File: src/rtl/dram_addr_decoder_pkg.sv
// Shared DRAM request types and default address-map geometry.
// Field widths/offsets replace the old fixed address masks.
package dram_addr_decoder_pkg;

  localparam int ADDR_W_DEF      = 32;
  localparam int BG_BITS_DEF     = 2;
  localparam int BG_OFFSET_DEF   = 6;
  localparam int BANK_BITS_DEF   = 2;
  localparam int BANK_OFFSET_DEF = 8;
  localparam int COL_BITS_DEF    = 8;
  localparam int COL_OFFSET_DEF  = 10;
  localparam int ROW_BITS_DEF    = 14;
  localparam int ROW_OFFSET_DEF  = 18;
  localparam int CNT_W_DEF       = 32;

  typedef enum logic [1:0] {
    OP_NOP   = 2'd0,
    OP_READ  = 2'd1,
    OP_WRITE = 2'd2
  } parsed_op_t;

  typedef struct packed {
    parsed_op_t              opcode;
    logic [ADDR_W_DEF-1:0]   address;
  } parser_out_struct;

  typedef enum logic [1:0] {
    ROW_HIT   = 2'd0,
    ROW_MISS  = 2'd1,
    ROW_EMPTY = 2'd2
  } row_class_t;

  typedef struct packed {
    logic [BG_BITS_DEF-1:0]   bg;
    logic [BANK_BITS_DEF-1:0] bank;
    logic [COL_BITS_DEF-1:0]  col;
    logic [ROW_BITS_DEF-1:0]  row;
  } dram_fields_t;

  function automatic row_class_t classify(
    input logic is_open,
    input logic tag_eq
  );
    if (!is_open) return ROW_EMPTY;
    if (tag_eq)   return ROW_HIT;
    return ROW_MISS;
  endfunction

endpackage

File: src/rtl/dram_addr_decoder_open_row_table.sv
// Per-bank open-row table: open bit plus row tag per bank.
// Lookup sees this cycle's closes; a same-cycle write reopens.
module dram_addr_decoder_open_row_table #(
  parameter int NUM_BANKS = 16,
  parameter int ID_W      = 4,
  parameter int ROW_W     = 14
) (
  input  logic             clock,
  input  logic             reset,
  input  logic [ID_W-1:0]  lk_id,
  output logic             lk_open,
  output logic [ROW_W-1:0] lk_row,
  input  logic             close_valid,
  input  logic [ID_W-1:0]  close_id,
  input  logic             close_all,
  input  logic             wr_en,
  input  logic [ID_W-1:0]  wr_id,
  input  logic [ROW_W-1:0] wr_row
);

  logic [NUM_BANKS-1:0] r_open;
  logic [ROW_W-1:0]     r_row [NUM_BANKS];
  logic                 w_lk_closing;

  // Lookup with the current cycle's closes already applied
  always_comb begin
    w_lk_closing = close_all ||
                   (close_valid && (close_id == lk_id));
    lk_open = r_open[lk_id] && !w_lk_closing;
    lk_row  = r_row[lk_id];
  end

  // Closes first, then the access open overrides them
  always_ff @(posedge clock or posedge reset) begin
    if (reset) begin
      r_open <= '0;
      for (int i = 0; i < NUM_BANKS; i++)
        r_row[i] <= '0;
    end else begin
      for (int i = 0; i < NUM_BANKS; i++) begin
        if (close_all ||
            (close_valid && (close_id == ID_W'(i))))
          r_open[i] <= 1'b0;
        if (wr_en && (wr_id == ID_W'(i))) begin
          r_open[i] <= 1'b1;
          r_row[i]  <= wr_row;
        end
      end
    end
  end

endmodule

File: src/rtl/dram_addr_decoder.sv
// Splits request addresses into DRAM fields and classifies
// each against the open-row table; one output register stage.
module dram_addr_decoder
  import dram_addr_decoder_pkg::*;
#(
  parameter int ADDRESS_WIDTH = ADDR_W_DEF,
  parameter int BG_BITS       = BG_BITS_DEF,
  parameter int BG_OFFSET     = BG_OFFSET_DEF,
  parameter int BANK_BITS     = BANK_BITS_DEF,
  parameter int BANK_OFFSET   = BANK_OFFSET_DEF,
  parameter int COL_BITS      = COL_BITS_DEF,
  parameter int COL_OFFSET    = COL_OFFSET_DEF,
  parameter int ROW_BITS      = ROW_BITS_DEF,
  parameter int ROW_OFFSET    = ROW_OFFSET_DEF,
  parameter int CNT_WIDTH     = CNT_W_DEF
) (
  input  logic                     clock,
  input  logic                     reset,
  input  logic                     in_valid,
  input  parser_out_struct         in_req,
  output logic                     in_ready,
  input  logic                     close_valid,
  input  logic [BG_BITS+BANK_BITS-1:0] close_id,
  input  logic                     close_all,
  output logic                     out_valid,
  input  logic                     out_ready,
  output parsed_op_t               out_opcode,
  output logic [ADDRESS_WIDTH-1:0] out_address,
  output logic [BG_BITS-1:0]       out_bg,
  output logic [BANK_BITS-1:0]     out_bank,
  output logic [COL_BITS-1:0]      out_col,
  output logic [ROW_BITS-1:0]      out_row,
  output row_class_t               out_class,
  output logic [CNT_WIDTH-1:0]     hit_count,
  output logic [CNT_WIDTH-1:0]     miss_count,
  output logic [CNT_WIDTH-1:0]     empty_count
);

  localparam int ID_W      = BG_BITS + BANK_BITS;
  localparam int NUM_BANKS = 1 << ID_W;

  logic [ADDRESS_WIDTH-1:0] w_addr;
  logic [BG_BITS-1:0]       w_bg;
  logic [BANK_BITS-1:0]     w_bank;
  logic [COL_BITS-1:0]      w_col;
  logic [ROW_BITS-1:0]      w_row;
  logic [ID_W-1:0]          w_id;
  logic                     w_load;
  logic                     w_open;
  logic [ROW_BITS-1:0]      w_tag;
  row_class_t               w_class;

  logic                     r_valid;
  parsed_op_t               r_opcode;
  logic [ADDRESS_WIDTH-1:0] r_addr;
  logic [BG_BITS-1:0]       r_bg;
  logic [BANK_BITS-1:0]     r_bank;
  logic [COL_BITS-1:0]      r_col;
  logic [ROW_BITS-1:0]      r_row;
  row_class_t               r_class;
  logic [CNT_WIDTH-1:0]     r_hit;
  logic [CNT_WIDTH-1:0]     r_miss;
  logic [CNT_WIDTH-1:0]     r_empty;

  // Field split, handshake and classification
  always_comb begin
    w_addr   = in_req.address[ADDRESS_WIDTH-1:0];
    w_bg     = w_addr[BG_OFFSET +: BG_BITS];
    w_bank   = w_addr[BANK_OFFSET +: BANK_BITS];
    w_col    = w_addr[COL_OFFSET +: COL_BITS];
    w_row    = w_addr[ROW_OFFSET +: ROW_BITS];
    w_id     = {w_bg, w_bank};
    in_ready = !r_valid || out_ready;
    w_load   = in_valid && in_ready &&
               (in_req.opcode != OP_NOP);
    w_class  = classify(w_open, w_tag == w_row);
  end

  dram_addr_decoder_open_row_table #(
    .NUM_BANKS (NUM_BANKS),
    .ID_W      (ID_W),
    .ROW_W     (ROW_BITS)
  ) u_table (
    .clock       (clock),
    .reset       (reset),
    .lk_id       (w_id),
    .lk_open     (w_open),
    .lk_row      (w_tag),
    .close_valid (close_valid),
    .close_id    (close_id),
    .close_all   (close_all),
    .wr_en       (w_load),
    .wr_id       (w_id),
    .wr_row      (w_row)
  );

  // Output register and saturating statistics
  always_ff @(posedge clock or posedge reset) begin
    if (reset) begin
      r_valid  <= 1'b0;
      r_opcode <= OP_NOP;
      r_addr   <= '0;
      r_bg     <= '0;
      r_bank   <= '0;
      r_col    <= '0;
      r_row    <= '0;
      r_class  <= ROW_EMPTY;
      r_hit    <= '0;
      r_miss   <= '0;
      r_empty  <= '0;
    end else if (w_load) begin
      r_valid  <= 1'b1;
      r_opcode <= in_req.opcode;
      r_addr   <= w_addr;
      r_bg     <= w_bg;
      r_bank   <= w_bank;
      r_col    <= w_col;
      r_row    <= w_row;
      r_class  <= w_class;
      unique case (w_class)
        ROW_HIT:
          if (r_hit != '1) r_hit <= r_hit + 1'b1;
        ROW_MISS:
          if (r_miss != '1) r_miss <= r_miss + 1'b1;
        default:
          if (r_empty != '1) r_empty <= r_empty + 1'b1;
      endcase
    end else if (out_ready) begin
      r_valid <= 1'b0;
    end
  end

  assign out_valid   = r_valid;
  assign out_opcode  = r_opcode;
  assign out_address = r_addr;
  assign out_bg      = r_bg;
  assign out_bank    = r_bank;
  assign out_col     = r_col;
  assign out_row     = r_row;
  assign out_class   = r_class;
  assign hit_count   = r_hit;
  assign miss_count  = r_miss;
  assign empty_count = r_empty;

endmodule

File: config.mk
export PLATFORM = sky130hd
export DESIGN_NAME = dram_addr_decoder
export DESIGN_NICKNAME = d
export VERILOG_FILES = /design/src/rtl/dram_addr_decoder_pkg.sv /design/src/rtl/dram_addr_decoder_open_row_table.sv /design/src/rtl/dram_addr_decoder.sv
export SDC_FILE = /design/constraint.sdc
export NUM_CORES = 1
export LEC_CHECK = 0
export BUFFER_PORTS_ARGS = -buffer_cell sky130_fd_sc_hd__buf_2
export CORE_MARGIN = 2
export CORE_UTILIZATION = 30
export CTS_BUF_LIST = sky130_fd_sc_hd__clkbuf_16
export CTS_CLUSTER_DIAMETER = 150
export DETAILED_ROUTE_END_ITERATION = 12
export PLACE_DENSITY = 0.53
export SLEW_MARGIN = 15
export SYNTH_ARGS = -nofsm -noshare
export SYNTH_HDL_FRONTEND = slang
export SYNTH_HIERARCHICAL = 1
export SYNTH_SLANG_ARGS = --single-unit
File: constraint.sdc
create_clock -name clock -period 14.5 [get_ports clock]
set_clock_uncertainty 0.2 [all_clocks]
set_input_delay 1.45 -clock clock [delete_from_list [all_inputs] [get_ports clock]]
set_output_delay 1.45 -clock clock [all_outputs]
set_load 0.01 [all_outputs]
# Yosys cells after proc, flatten, opt, wreduce, memory -nomap -nowiden
# Index checks and enable logic that the tools add are counted.
dict set report totals {
  n_memories 0
  latch_bits 0
  in_bits 44
  ramBits 0
  ff_bits 399
  rom_bits 0
  output_inout_bits 160
  elab_cells 212
}
dict set report classes {
  bitwise 2
  shifts 0
  n_reduce_logical 81
  div 0
  mul 0
  eq_ne 36
  n_mux 45
  addsub 3
  magnitude_cmp 2
}
# operator n
set op_table {}
lappend op_table {{32-bit by 1-bit adder with 32-bit output (second input constant)} 3}
lappend op_table {{32-bit inequality test (second input constant)} 3}
lappend op_table {{4-bit equality test (second input constant)} 16}
lappend op_table {{14-bit binary-select mux with 4-bit select} 1}
lappend op_table {{1-bit 2-to-1 mux} 37}
lappend op_table {{1-bit logical AND} 36}
lappend op_table {{2-bit nonzero test} 18}
lappend op_table {{4-bit by 3-bit equality test with 1-bit output (second input constant)} 8}
lappend op_table {{14-bit 2-to-1 mux} 2}
lappend op_table {{1-bit logical OR} 18}
lappend op_table {{4-bit by 2-bit equality test with 1-bit output (second input constant)} 4}
lappend op_table {{14-bit equality test} 1}
lappend op_table {{3-bit AND reduction} 3}
lappend op_table {{4-bit by 1-bit equality test with 1-bit output (second input constant)} 2}
lappend op_table {{4-bit zero test} 2}
lappend op_table {{2-bit 2-to-1 mux} 4}
lappend op_table {{5-bit greater-or-equal comparator (second input constant)} 1}
lappend op_table {{4-bit by 5-bit less-than comparator with 1-bit output (second input constant)} 1}
lappend op_table {{4-bit NOT with 5-bit output} 1}
lappend op_table {{1-bit binary-select mux with 4-bit select} 1}
lappend op_table {{4-bit equality test} 1}
lappend op_table {{2-bit by 1-bit equality test with 1-bit output (second input constant)} 1}
lappend op_table {{1-bit zero test} 2}
lappend op_table {{2-bit zero test} 1}
lappend op_table {{other kinds (2)} 2}

# Logic depth before layout (Yosys ltp)
# Gate-level depths: netlist of run 1.
dict set report depth {
  word_depth 13
  depth_mapped 13
  mapped_depth_nobuf 9
}

# By module
# The synthesis of run 1 kept the hierarchy.
# module n_inst seq_area_each_um2 cells_each area_per_inst_um2
set modules_own_cells {}
lappend modules_own_cells {dram_addr_decoder_open_row_table 1 6005.8 674 11065.6}
lappend modules_own_cells {dram_addr_decoder 1 3329.4 627 6334.8}

# Worst setup path after synthesis of run 1
# OpenSTA, ideal clock, no wires.
dict set report synth_timing {
  kind {in2reg}
  startpoint {in in_req[9] in the netlist's numbering}
  endpoint {reg r_hit[26], in the netlist hit_count[26]}
  setup_time_ps 126
  slack_ps 9916
  path_buffers 4
  t_arrival_ps 4257
  t_required_ps 14174
  cell_stages 12
  path_cell_list {buf_6 -> buf_2 -> buf_2 -> mux4_2 -> mux4_2 -> xor2_1 -> nor4_1 -> nand4_1 -> buf_2 -> nor4_4 -> nand3_1 -> xnor2_1}
}
dict set report synth_between {
  elab_chain_len 11
  word_cells_on_any_way 19
  classes_between {eq/ne (2); mux (10); bitwise (1); reduce/logical (6)}
}
# element line
set synth_rtl {}
lappend synth_rtl {{from (decl)} dram_addr_decoder.sv:20} ;# input parser_out_struct in_req,
lappend synth_rtl {{4-bit NOT with 5-bit output (implied by the code) *} dram_addr_decoder_open_row_table.sv:30} ;# lk_row = r_row[lk_id];
lappend synth_rtl {{14-bit binary-select mux with 4-bit select *} dram_addr_decoder_open_row_table.sv:30}
lappend synth_rtl {{14-bit 2-to-1 mux (implied by the code) * (2 in series)} dram_addr_decoder_open_row_table.sv:30}
lappend synth_rtl {{net w_tag[9]} dram_addr_decoder.sv:50} ;# logic [ROW_BITS-1:0] w_tag;
lappend synth_rtl {{14-bit equality test *} dram_addr_decoder.sv:76} ;# w_class = classify(w_open, w_tag == w_row);
lappend synth_rtl {{1-bit 2-to-1 mux (2 in series)} dram_addr_decoder_pkg.sv:45} ;# if (tag_eq) return ROW_HIT;
lappend synth_rtl {{2-bit 2-to-1 mux *} dram_addr_decoder_pkg.sv:46} ;# return ROW_MISS;
lappend synth_rtl {{2-bit 2-to-1 mux *} dram_addr_decoder_pkg.sv:45}
lappend synth_rtl {{2-bit zero test *} dram_addr_decoder.sv:120} ;# unique case (w_class)
lappend synth_rtl {{3-bit AND reduction (no source line) *} --}
lappend synth_rtl {{to (signal assigned)} dram_addr_decoder.sv:122} ;# if (r_hit != '1) r_hit <= r_hit + 1'b1;
lappend synth_rtl {{to (decl)} dram_addr_decoder.sv:61} ;# logic [CNT_WIDTH-1:0] r_hit;
# Mark *: on every way through the listed nets, which the timed path passes. The rest lies on a longest branch. The select of a mux whose other input is x is not followed.
# A chain may end at the register's enable or synchronous reset.

# Final worst setup path of run 1
dict set report layout_timing {
  startpoint {in in_req[8] in the netlist's numbering}
  endpoint {reg r_hit[27], in the netlist hit_count[27]}
}
# Same word-level chain as after synthesis.

==> impl_metrics.json, run 1 <==
{
  "status": "complete, no violations",
  "cp_max_fo": 44,
  "ant_nets": 0,
  "yosysMostFrequentCell": "dfrtp_1",
  "grt_setup_unrepaired": "no",
  "fin_tns_setup_ns": 0,
  "dieArea_mm2": 0.05994,
  "fp.dieW_um": 244.8,
  "postCtsHoldBufs": 0,
  "core_area_mm2": 0.05748,
  "min_period_ns": 6.255,
  "synthToLayoutAreaGrowth_pct": 16.30,
  "cap_violations": 0,
  "drive_gt1_share_pct": 38.18,
  "portBuffers": 203,
  "dp_hpwl_um": 27900,
  "num_vias": 11047,
  "postCtsSetupRepairBufs": 0,
  "grt_max_degree": 116,
  "cts_resized": 0,
  "nNetsFinal": 1523,
  "ys_ff_latch": 373,
  "sw_frac_of_total_pct": 25.55,
  "seqPwrFrac_pct": 48.6,
  "grt_pass1_wl_um": 69670,
  "worstSkewPairLatency_ns": 0.53,
  "drt_wl_total_um": 44660,
  "row_count": 88,
  "cp.arrival_ns": 6.47,
  "gp_congestion": 0.8035,
  "worstSetupPathType": "in -> reg",
  "fmax_ghz": 0.1599,
  "post_synth_num_cell_types": 56,
  "avgSynthCellArea_um2": 13.37,
  "clockPowerShare_pct": 35.5,
  "synth_area_leader_cell": "dfrtp_1",
  "synthTopCellsByCount": "dfrtp_1, mux2_2, nand2_1",
  "hold_class": "reg -> reg",
  "cp.required_ns": 14.72,
  "grt_usage_pct": 14.94,
  "antenna_found_initial": 5,
  "nFillCells": 5644,
  "synthFlopType": "dfrtp_1",
  "async_flop_share_pct": 100.0,
  "ys_top_cells_by_area": "dfrtp_1, mux2_2, mux4_2",
  "start_util_pct": 30.27,
  "whs_ns": 0.2686,
  "p_comb_share_pct": 15.9,
  "ir_worst_vdd_mv": 0.07230,
  "ys_seq_area_share_pct": 53.65,
  "overflow": 0,
  "hp-start": "out_address[3]$_DFFE_PP0P_",
  "startpoint_type": "input pin",
  "leakagePower_uw": 0.009447,
  "setup_viol": 0,
  "powerDensity_mw_per_mm2": 132.7,
  "syn_inst": 1301,
  "drt_iter0_markers": 793,
  "dr.pass1.iters": 5,
  "synth_fp_nets": 1348,
  "worstSetupStartpoint": "in_req[8]",
  "cts-buffers-inserted": 40,
  "clockBufferDepth": 3,
  "p_switching_uw": 686.1,
  "synth-edff-count": 0,
  "hold_violations": 0,
  "drc": 0,
  "htreeDepth": 2,
  "slew_violations": 0,
  "reg2reg_from": "u_table/r_row[33]$_DFFE_PP0P_",
  "cp-end-kind": "flip-flop",
  "cts_tree": "done",
  "yosysWarnings": 6,
  "max_slew_margin_pct": 28.35,
  "clock-sinks": 373,
  "synth_top_area_share_pct": 53.50,
  "clkSlewWorstSetupHoldPaths_ns": 0.06,
  "fp.dieH_um": 244.8,
  "syn_area_mm2": 0.01740,
  "grt_pass1_vias": 11418,
  "period_share_pct": 43.14,
  "routedWlPerCell_um": 19.66,
  "internal_power_uw": 1999,
  "via_per_inst": 4.862,
  "tightest_slew_ns": 1.072,
  "ios": 204,
  "ctsRootBufferMaster": "clkbuf_16"
}
[final timing paths]
kind,end,slack (ns),cells after the start
max reg2reg,hit_count[27]$_DFFE_PP0P_,10.04,8
min in group asynchronous,out_address[25]$_DFFE_PP0P_,0.86,2
min,out_address[3]$_DFFE_PP0P_,0.27,2
max,hit_count[27]$_DFFE_PP0P_,8.24,10
max in group asynchronous,u_table/r_row[151]$_DFFE_PP0P_,11.65,3
min reg2reg,out_address[3]$_DFFE_PP0P_,0.27,2
[power groups by stage]
| stage | Combinational [uW] | Clock, uW | Sequential (uW) |
|---|---|---|---|
| after floorplan | 321 | 0 | 1310 |
| after global placement | 421 | 0 | 1320 |
| after detailed placement | 431 | 0 | 1320 |
| after CTS | 433 | 990 | 1300 |
| after global routing | 466 | 1030 | 1330 |
| final | 426 | 954 | 1310 |
[flip-flops by register name (all words and copies together), names as in the netlist]
name            count
out_opcode          2
out_class           2
u_table/r_open     16
empty_count        32
out_valid           1
u_table/r_row     224
hit_count          32
miss_count         32
out_address        32
[cell type report]
cell class / count / area (um2) / area share, %
well taps: 765 / 957.2 / 4.730
inverters: 13 / 61.31 / 0.3030
clock buffers: 41 / 1026 / 5.070
repair buffers: 225 / 1186 / 5.861
diodes: 1 / 2.502 / 0.01237
clock inverters: 31 / 177.7 / 0.8780
flip-flops and latches: 373 / 9335 / 46.13
multi-input cells: 823 / 7491 / 37.02
[critical path: stages]
cell and delay [ns]:
buf_4 0.34, buf_4 0.75, mux4_2 0.60, mux4_2 0.48, xor2_1 0.18, nor4_1 0.62, nand4_1 0.85, a2111oi_2 0.81
nand4_1 0.18, xnor2_1 0.15
[metal layers]
metal / vias up / global-route usage (%) / routed length, um
li1: 5015 / - / -
met1: 5729 / 19.91 / 20170
met2: 231 / 25.26 / 21720
met3: 66 / 2.340 / 1749
met4: 6 / 3.999 / 1000
met5: - / 0 / 28
[logic make-up (layout without fill, tap and decap cells)]
logic type | Yosys count | after routing | share of synthesized area (%)
other | 0 | 1 | 0
AND/OR/NAND/NOR | 370 | 370 | 10.66
multiplexers | 301 | 301 | 24.68
XOR/XNOR | 111 | 111 | 5.587
buffers and inverters | 105 | 310 | 3.351
adder cells (fa/ha/maj) | 3 | 3 | 0.2157
flip-flops | 373 | 373 | 53.65
AO/OA/AOI/OAI | 38 | 38 | 1.855
[stage by stage]
stage | utilization, % | total power [uW] | worst slack (ns) | instances | cell area, um2
after floorplan | - | 1628 | 6.262 | 1301 | 17400
after CTS | 35.19 | 2727 | 8.191 | 2271 | 20230
after global placement | 33.10 | 1737 | 7.654 | 2199 | 19020
after global routing | 35.21 | 2826 | 7.927 | 2271 | 20230
after detailed placement | 33.10 | 1754 | 7.615 | 2199 | 19020
final | 35.21 | 2685 | 8.245 | 2272 | 20240
[cell usage in the layout (no fill, tap or decap), types with 5 or more instances in the layout]
cell         n
and2_1       7
and3_1      15
and4_1      11
buf_2      201
buf_4       24
clkbuf_16   41
clkinv_1    13
clkinv_2     7
dfrtp_1    372
inv_1       18
mux2_2     224
mux4_1      22
mux4_2      50
nand2_1    161
nand2b_1     6
nand3_1     36
nand3b_1     8
nand4_1     39
nor2_1      47
nor3_1      14
nor4_1       5
o211ai_1    10
o21ai_0     10
xnor2_1     63
xor2_1      48
No activity file was read; power rests on OpenSTA's default activity.
==> run 2: changes to the inputs <==
--- a/config.mk
+++ b/config.mk
@@ -5,13 +5,14 @@
 export SDC_FILE = /design/constraint.sdc
 export NUM_CORES = 1
 export LEC_CHECK = 0
+export ABC_AREA = 1
 export BUFFER_PORTS_ARGS = -buffer_cell sky130_fd_sc_hd__buf_2
 export CORE_MARGIN = 2
 export CORE_UTILIZATION = 30
 export CTS_BUF_LIST = sky130_fd_sc_hd__clkbuf_16
 export CTS_CLUSTER_DIAMETER = 150
 export DETAILED_ROUTE_END_ITERATION = 12
-export PLACE_DENSITY = 0.53
+export PLACE_DENSITY = 0.52
 export SLEW_MARGIN = 15
 export SYNTH_ARGS = -nofsm -noshare
 export SYNTH_HDL_FRONTEND = slang
==> constraint.sdc (replaced) <==
create_clock -name clock -period 5.91 [get_ports clock]
set_clock_uncertainty 0.2 [all_clocks]
set_input_delay 0.591 -clock clock [delete_from_list [all_inputs] [get_ports clock]]
set_output_delay 0.591 -clock clock [all_outputs]
set_load 0.01 [all_outputs]
==> impl_metrics.json, run 2 <==
{
  "grt_max_degree": 188,
  "max_slew_margin_pct": 27.20,
  "async_flop_share_pct": 100.0,
  "drc": 0,
  "cp_top_family": "buffers and inverters",
  "ys_top_cells_by_area": "dfrtp_1, nand2_1, o21ai_0",
  "status": "complete, no violations",
  "syn_area_mm2": 0.02009,
  "multi_input_area_mm2": 0.009047,
  "synth_top_area_share_pct": 46.34,
  "fp.dieW_um": 262.8,
  "gp_congestion": 0.8604,
  "critical_path_buf_inv_count": 4,
  "final_common_cell": "nand2_1",
  "row_count": 94,
  "sw_frac_of_total_pct": 29.58,
  "fp.dieH_um": 262.8,
  "ir_worst_vdd_mv": 0.1721,
  "ys_seq_area_share_pct": 46.47,
  "worstSetupPathType": "in -> reg",
  "grt_usage_pct": 17.70,
  "startpoint_type": "input pin",
  "start_util_pct": 30.44,
  "clock-sinks": 373,
  "min_period_ns": 4.396,
  "reg2reg_from": "u_table/r_row[18]$_DFFE_PP0P_",
  "slew_violations": 0,
  "cp-end-kind": "flip-flop",
  "seq_area_mm2": 0.009335,
  "slowest_delay_ns": 0.74,
  "cts-buffers-inserted": 41,
  "yosysMostFrequentCell": "nand2_1",
  "clockBufferDepth": 3,
  "ios": 204,
  "powerDensity_mw_per_mm2": 302.4,
  "setup_viol": 0,
  "p_comb_share_pct": 15.8,
  "cap_violations": 0,
  "post_synth_num_cell_types": 38,
  "leakagePower_uw": 0.01096,
  "routedWlPerCell_um": 17.06,
  "syn_inst": 2616,
  "seqPwrFrac_pct": 47.0,
  "tightest_slew_ns": 1.092,
  "yosysWarnings": 6,
  "grt_pass1_vias": 17198,
  "cts_tree": "done",
  "synthFlopType": "dfrtp_1",
  "whs_ns": 0.03523,
  "via_per_inst": 4.932,
  "drt_wl_total_um": 61900,
  "portBuffers": 203,
  "clockPowerShare_pct": 37.2,
  "final_cell_mix": "nand2_1, dfrtp_1, nor2_1, o21ai_0, buf_2",
  "period_share_pct": 74.38,
  "dr.pass1.iters": 6,
  "r2r-end": "miss_count[8]$_DFFE_PP0P_",
  "cp.required_ns": 6.16,
  "hp-start": "in_req[16]",
  "worstSkewPairLatency_ns": 0.57,
  "drive_gt1_share_pct": 14.72,
  "fin_tns_setup_ns": 0,
  "htreeDepth": 2,
  "overflow": 0,
  "largest_reg_flops": 224,
  "grt_setup_unrepaired": "no",
  "crit_slowest_cell": "nand3_2",
  "crit_path_frequent_cell": "nand2_1",
  "avgSynthCellArea_um2": 7.678,
  "synth_area_leader_cell": "dfrtp_1",
  "nFillCells": 6933,
  "postCtsSetupRepairBufs": 0,
  "hold_depth": 3,
  "internal_power_uw": 4832,
  "antenna_found_initial": 9,
  "ant_nets": 0,
  "num_vias": 17892,
  "dieArea_mm2": 0.06904,
  "synthToLayoutAreaGrowth_pct": 12.94,
  "ys_ff_latch": 373,
  "r2r_cells": 16,
  "synth-edff-count": 0,
  "rrSetupSlack_ns": 2.66,
  "cp.arrival_ns": 4.64,
  "path_cells": "buf_4 > clkinv_2 > buf_4 > nand2_1 > nand3_1 > nand3_1 > nand2_1 > nand2_1 > nand2_1 > nor2_1 > nand2_1 > inv_2 > nand3_2 > nand2_1 > nand2_1",
  "hold_violations": 0,
  "ctsRootBufferMaster": "clkbuf_16",
  "clkSlewWorstSetupHoldPaths_ns": 0.06,
  "synth_fp_nets": 2663,
  "p_switching_uw": 2030,
  "worstHoldEndpoint": "out_address[16]$_DFFE_PP0P_",
  "regMostFlops": "u_table/r_row",
  "cp_max_fo": 47,
  "dp_hpwl_um": 40310,
  "core_area_mm2": 0.06598,
  "hold_class": "in -> reg",
  "synthTopCellsByCount": "nand2_1, dfrtp_1, nor2_1",
  "grt_pass1_wl_um": 98590,
  "nNetsFinal": 2774,
  "drt_iter0_markers": 1471,
  "fmax_ghz": 0.2275
}
[run 2: cell types whose count changed in the layout (fill, tap and decap cells not counted), moves of 26 or more]
cell / change
nand2_1: +744
o21ai_0: +272
nor2_1: +239
mux2_2: -224
inv_1: +130
nand3_1: +54
mux4_2: -50
xnor2_1: -48
o21ai_2: +43
o21ai_1: +39
o211ai_1: +37
nand3_2: +31
nand3b_1: +30
xor2_1: -26
[run 2: per-layer routing]
layer  up-vias  global-route usage (%)  wire length, um  share of wire [%]
met1      8605                   23.41            27310                 44
met4         2                   5.281             1386                2.2
li1       8642                       -                -                  -
met2       560                   29.39            29160                 47
met5         -                       0                7              0.011
met3        83                   3.270             4033                6.5
[run 2: final cells by class]
class                      count  area share, %
inverter                     154          2.603
sequential                   373          41.15
multi-input combinational   1920          39.88
clock inverter                32          1.109
antenna                        6        0.06619
timing repair buffer         237          5.791
clock buffer                  42          4.633
tap                          864          4.765
[run 2: timing repair]
| action | 4_1_cts | 5_1_grt |
|---|---|---|
| hold buffers | 6 | 0 |
| endpoints found under the hold margin | 28 | 0 |
| resized for setup | 0 | 0 |
[run 2: power by group through the flow]
stage / clock network, uW / logic (uW) / registers [uW]
after floorplan: 0 / 773 / 3240
after global placement: 0 / 1070 / 3250
after detailed placement: 0 / 1090 / 3260
after CTS: 2620 / 1100 / 3220
after global routing: 2710 / 1240 / 3270
final: 2550 / 1080 / 3230
[run 2: worst max path at each step]
stage	endpoint	slack, ns	cells past startpoint	startpoint
final	miss_count[8]$_DFFE_PP0P_	1.51	15	in_req[8]
after global routing	miss_count[30]$_DFFE_PP0P_	1.14	15	in_req[8]
after CTS	miss_count[8]$_DFFE_PP0P_	1.60	15	in_req[8]
after detailed placement	miss_count[14]$_DFFE_PP0P_	1.01	15	in_req[8]
after global placement	miss_count[31]$_DFFE_PP0P_	1.09	15	in_req[8]
after floorplan	empty_count[0]$_DFFE_PP0P_	1.57	1	reset
[run 2: kinds of logic (layout without fill, tap and decap cells)]
family                   count (synthesis)  after routing  share of synthesized area, %
other                                    0              6                             0
flip-flops                             373            373                         46.47
adder cells (fa/ha/maj)                  3              3                        0.1869
XOR/XNOR                                37             37                         1.613
AO/OA/AOI/OAI                          443            443                         12.61
buffers and inverters                  323            465                         8.496
AND/OR/NAND/NOR                       1437           1437                         30.62
[run 2: stage by stage]
stage	setup WS [ns]	util (%)	power, uW	instance area (um2)	instances
finish	1.514	34.38	6861	22690	3628
floorplan	1.566	-	4009	20090	2616
global placement	1.090	32.29	4315	21310	3542
CTS	1.599	34.36	6936	22670	3622
detailed placement	1.011	32.29	4349	21310	3542
global route	1.144	34.38	7231	22680	3627
[run 2: worst register-to-register path: stages, from the launching register on]
cell      delay (ns)
dfrtp_1         0.39
nor2_1          0.11
nor2_1          0.05
o21ai_0         0.12
o211ai_1        0.14
nand3_1         0.21
nand2_1         0.10
inv_1           0.06
nand2_1         0.04
nand2_1         0.07
nor2_1          0.06
nand2_1         0.17
nor2_4          0.07
nand2_4         0.35
nand3_2         0.67
nand2_1         0.24
nand2_1         0.07
==> run 3: changes to the inputs <==
--- a/config.mk
+++ b/config.mk
@@ -12,7 +12,7 @@
 export CTS_BUF_LIST = sky130_fd_sc_hd__clkbuf_16
 export CTS_CLUSTER_DIAMETER = 150
 export DETAILED_ROUTE_END_ITERATION = 12
-export PLACE_DENSITY = 0.52
+export PLACE_DENSITY = 0.54
 export SLEW_MARGIN = 15
 export SYNTH_ARGS = -nofsm -noshare
 export SYNTH_HDL_FRONTEND = slang
==> constraint.sdc (replaced) <==
create_clock -name clock -period 3.71 [get_ports clock]
set_clock_uncertainty 0.2 [all_clocks]
set_input_delay 0.371 -clock clock [delete_from_list [all_inputs] [get_ports clock]]
set_output_delay 0.371 -clock clock [all_outputs]
set_load 0.01 [all_outputs]
==> impl_metrics.json, run 3 (synthesis results as in run 2) <==
{
  "via_per_inst": 4.817,
  "fmax_ghz": 0.3667,
  "setup_viol": 0,
  "status": "complete, no violations",
  "clkSlewWorstSetupHoldPaths_ns": 0.06,
  "clockBufferDepth": 3,
  "grt_setup_unrepaired": "no",
  "cts_resized": 0,
  "drt_iter0_markers": 1392,
  "routedWlPerCell_um": 16.60,
  "cts-buffers-inserted": 41,
  "hold_class": "in -> reg",
  "regMostFlops": "u_table/r_row",
  "nFillCells": 7042,
  "htreeDepth": 2,
  "dr.pass1.iters": 7,
  "grt_max_degree": 67,
  "cts_tree": "done",
  "rrSetupSlack_ns": 1.04,
  "row_count": 94,
  "start_util_pct": 30.44,
  "num_vias": 17733,
  "synthToLayoutAreaGrowth_pct": 16.02,
  "clock-sinks": 373,
  "multi_input_area_mm2": 0.009045,
  "drt_wl_total_um": 61110,
  "ant_nets": 0,
  "layout.cells.non_filler": 3681,
  "largest_reg_flops": 224,
  "cp.required_ns": 4.00,
  "grt_usage_pct": 17.59,
  "fin_tns_setup_ns": 0,
  "powerDensity_mw_per_mm2": 474.4,
  "ios": 204,
  "fp.dieH_um": 262.8,
  "dp_cells": 3571,
  "ctsRootBufferMaster": "clkbuf_16",
  "seq_area_mm2": 0.009335,
  "leakagePower_uw": 0.01123,
  "cp_max_fo": 41,
  "cap_violations": 0,
  "dieArea_mm2": 0.06904,
  "min_period_ns": 2.727,
  "ir_worst_vdd_mv": 0.3004,
  "tightest_slew_ns": 0.7512,
  "crit_path_frequent_cell": "nand2_1",
  "cp-end-kind": "flip-flop",
  "overflow": 0,
  "path_cells": "buf_4 > clkinv_2 > buf_4 > nor2_1 > nor2_1 > o21ai_0 > nand3_1 > nand3_1 > nand2_1 > inv_1 > nand2_1 > nand2_1 > nor2_1 > nand2_1 > nor2_4 > nand2_4 > nor2_4 > buf_12 > nand3_1 > nand2_1",
  "startpoint_type": "input pin",
  "final_common_cell": "nand2_1",
  "fp.dieW_um": 262.8,
  "cp.arrival_ns": 3.02,
  "hold_violations": 0,
  "worstSetupPathType": "in -> reg",
  "crit_slowest_cell": "buf_4",
  "drive_gt1_share_pct": 15.56,
  "grt_pass1_vias": 16834,
  "gp_congestion": 0.8697,
  "nNetsFinal": 2830,
  "slowest_delay_ns": 0.44,
  "drc": 0,
  "final_cell_mix": "nand2_1, dfrtp_1, nor2_1, o21ai_0, buf_2",
  "antenna_found_initial": 6,
  "grt_pass1_wl_um": 98200,
  "max_slew_margin_pct": 49.80,
  "core_area_mm2": 0.06598,
  "portBuffers": 203,
  "dp_hpwl_um": 40950,
  "worstSkewPairLatency_ns": 0.57,
  "slew_violations": 0,
  "period_share_pct": 73.51
}
-- run 3: changes by cell type in the layout (fill, tap and decap cells not counted), moves of 4 or more --
cell	delta
clkinvlp_4	+4
buf_12	+9
buf_4	+20
diode_2	-4
dlygate4sd3_1	+27
inv_1	-4
-- run 3: worst paths after layout --
check	start	end	cells past startpoint
max	in_req[8]	hit_count[31]$_DFFE_PP0P_	20
min	close_id[3]	u_table/r_open[10]$_DFFE_PP0P_	4
max reg2reg	out_valid$_DFFE_PP0P_	empty_count[3]$_DFFE_PP0P_	10
min reg2reg	out_opcode[0]$_DFFE_PP0P_	out_opcode[0]$_DFFE_PP0P_	2
max in group asynchronous	reset	out_address[21]$_DFFE_PP0P_	4
min in group asynchronous	reset	u_table/r_row[193]$_DFFE_PP0P_	3
-- run 3: what timing repair did --
| action | in CTS | in global routing |
|---|---|---|
| hold buffers | 33 | 0 |
| setup buffers | 0 | 0 |
| setup endpoints to repair | 0 | 0 |
| endpoints found under the hold margin | 80 | 0 |
-- run 3: layout make-up --
type	count	area share [%]
antenna	2	0.02148
clock buffer	43	4.617
clock inverter	32	1.111
inverter	154	2.529
multi-input combinational	1920	38.81
sequential	373	40.06
tap	864	4.639
timing repair buffer	293	8.214
-- run 3: worst max-delay path, delay by kind of cell --
family / cells / cell delay (ns)
buffers and inverters: 5 / 1.02
AOI/OAI and AO/OA: 1 / 0.08
and+or+nand+nor: 14 / 1.51
-- run 3: power by group --
| group | total (uW) | internal [uW] | switching, uW |
|---|---|---|---|
| clock network | 4140 | 2380 | 1760 |
| registers | 5140 | 4730 | 413 |
| logic | 1780 | 689 | 1090 |
| total | 11100 | 7800 | 3260 |
-- run 3: per-layer routing --
metal  up-vias  global-route usage [%]  share of wire (%)
li1       8762                       -                  -
met1      8472                   23.84                 46
met2       428                   29.43                 48
met3        67                   2.642                5.0
met4         4                   4.256                1.8
met5         -                       0              0.043
-- run 3: stage by stage --
step                      instance area (um2)  setup slack (ns)  total power, uW  hold slack, ns  util, %
after floorplan                         20090         -0.008826             6387          0.2478        -
after global placement                  21630            0.4361             6932          0.2503    32.79
after detailed placement                21630            0.4421             6964          0.2565    32.79
after CTS                               23300            0.9980            11180         0.04823    35.31
after global routing                    23300            0.7939            11670         0.07814    35.32
final                                   23300            0.9829            11060         0.07917    35.32
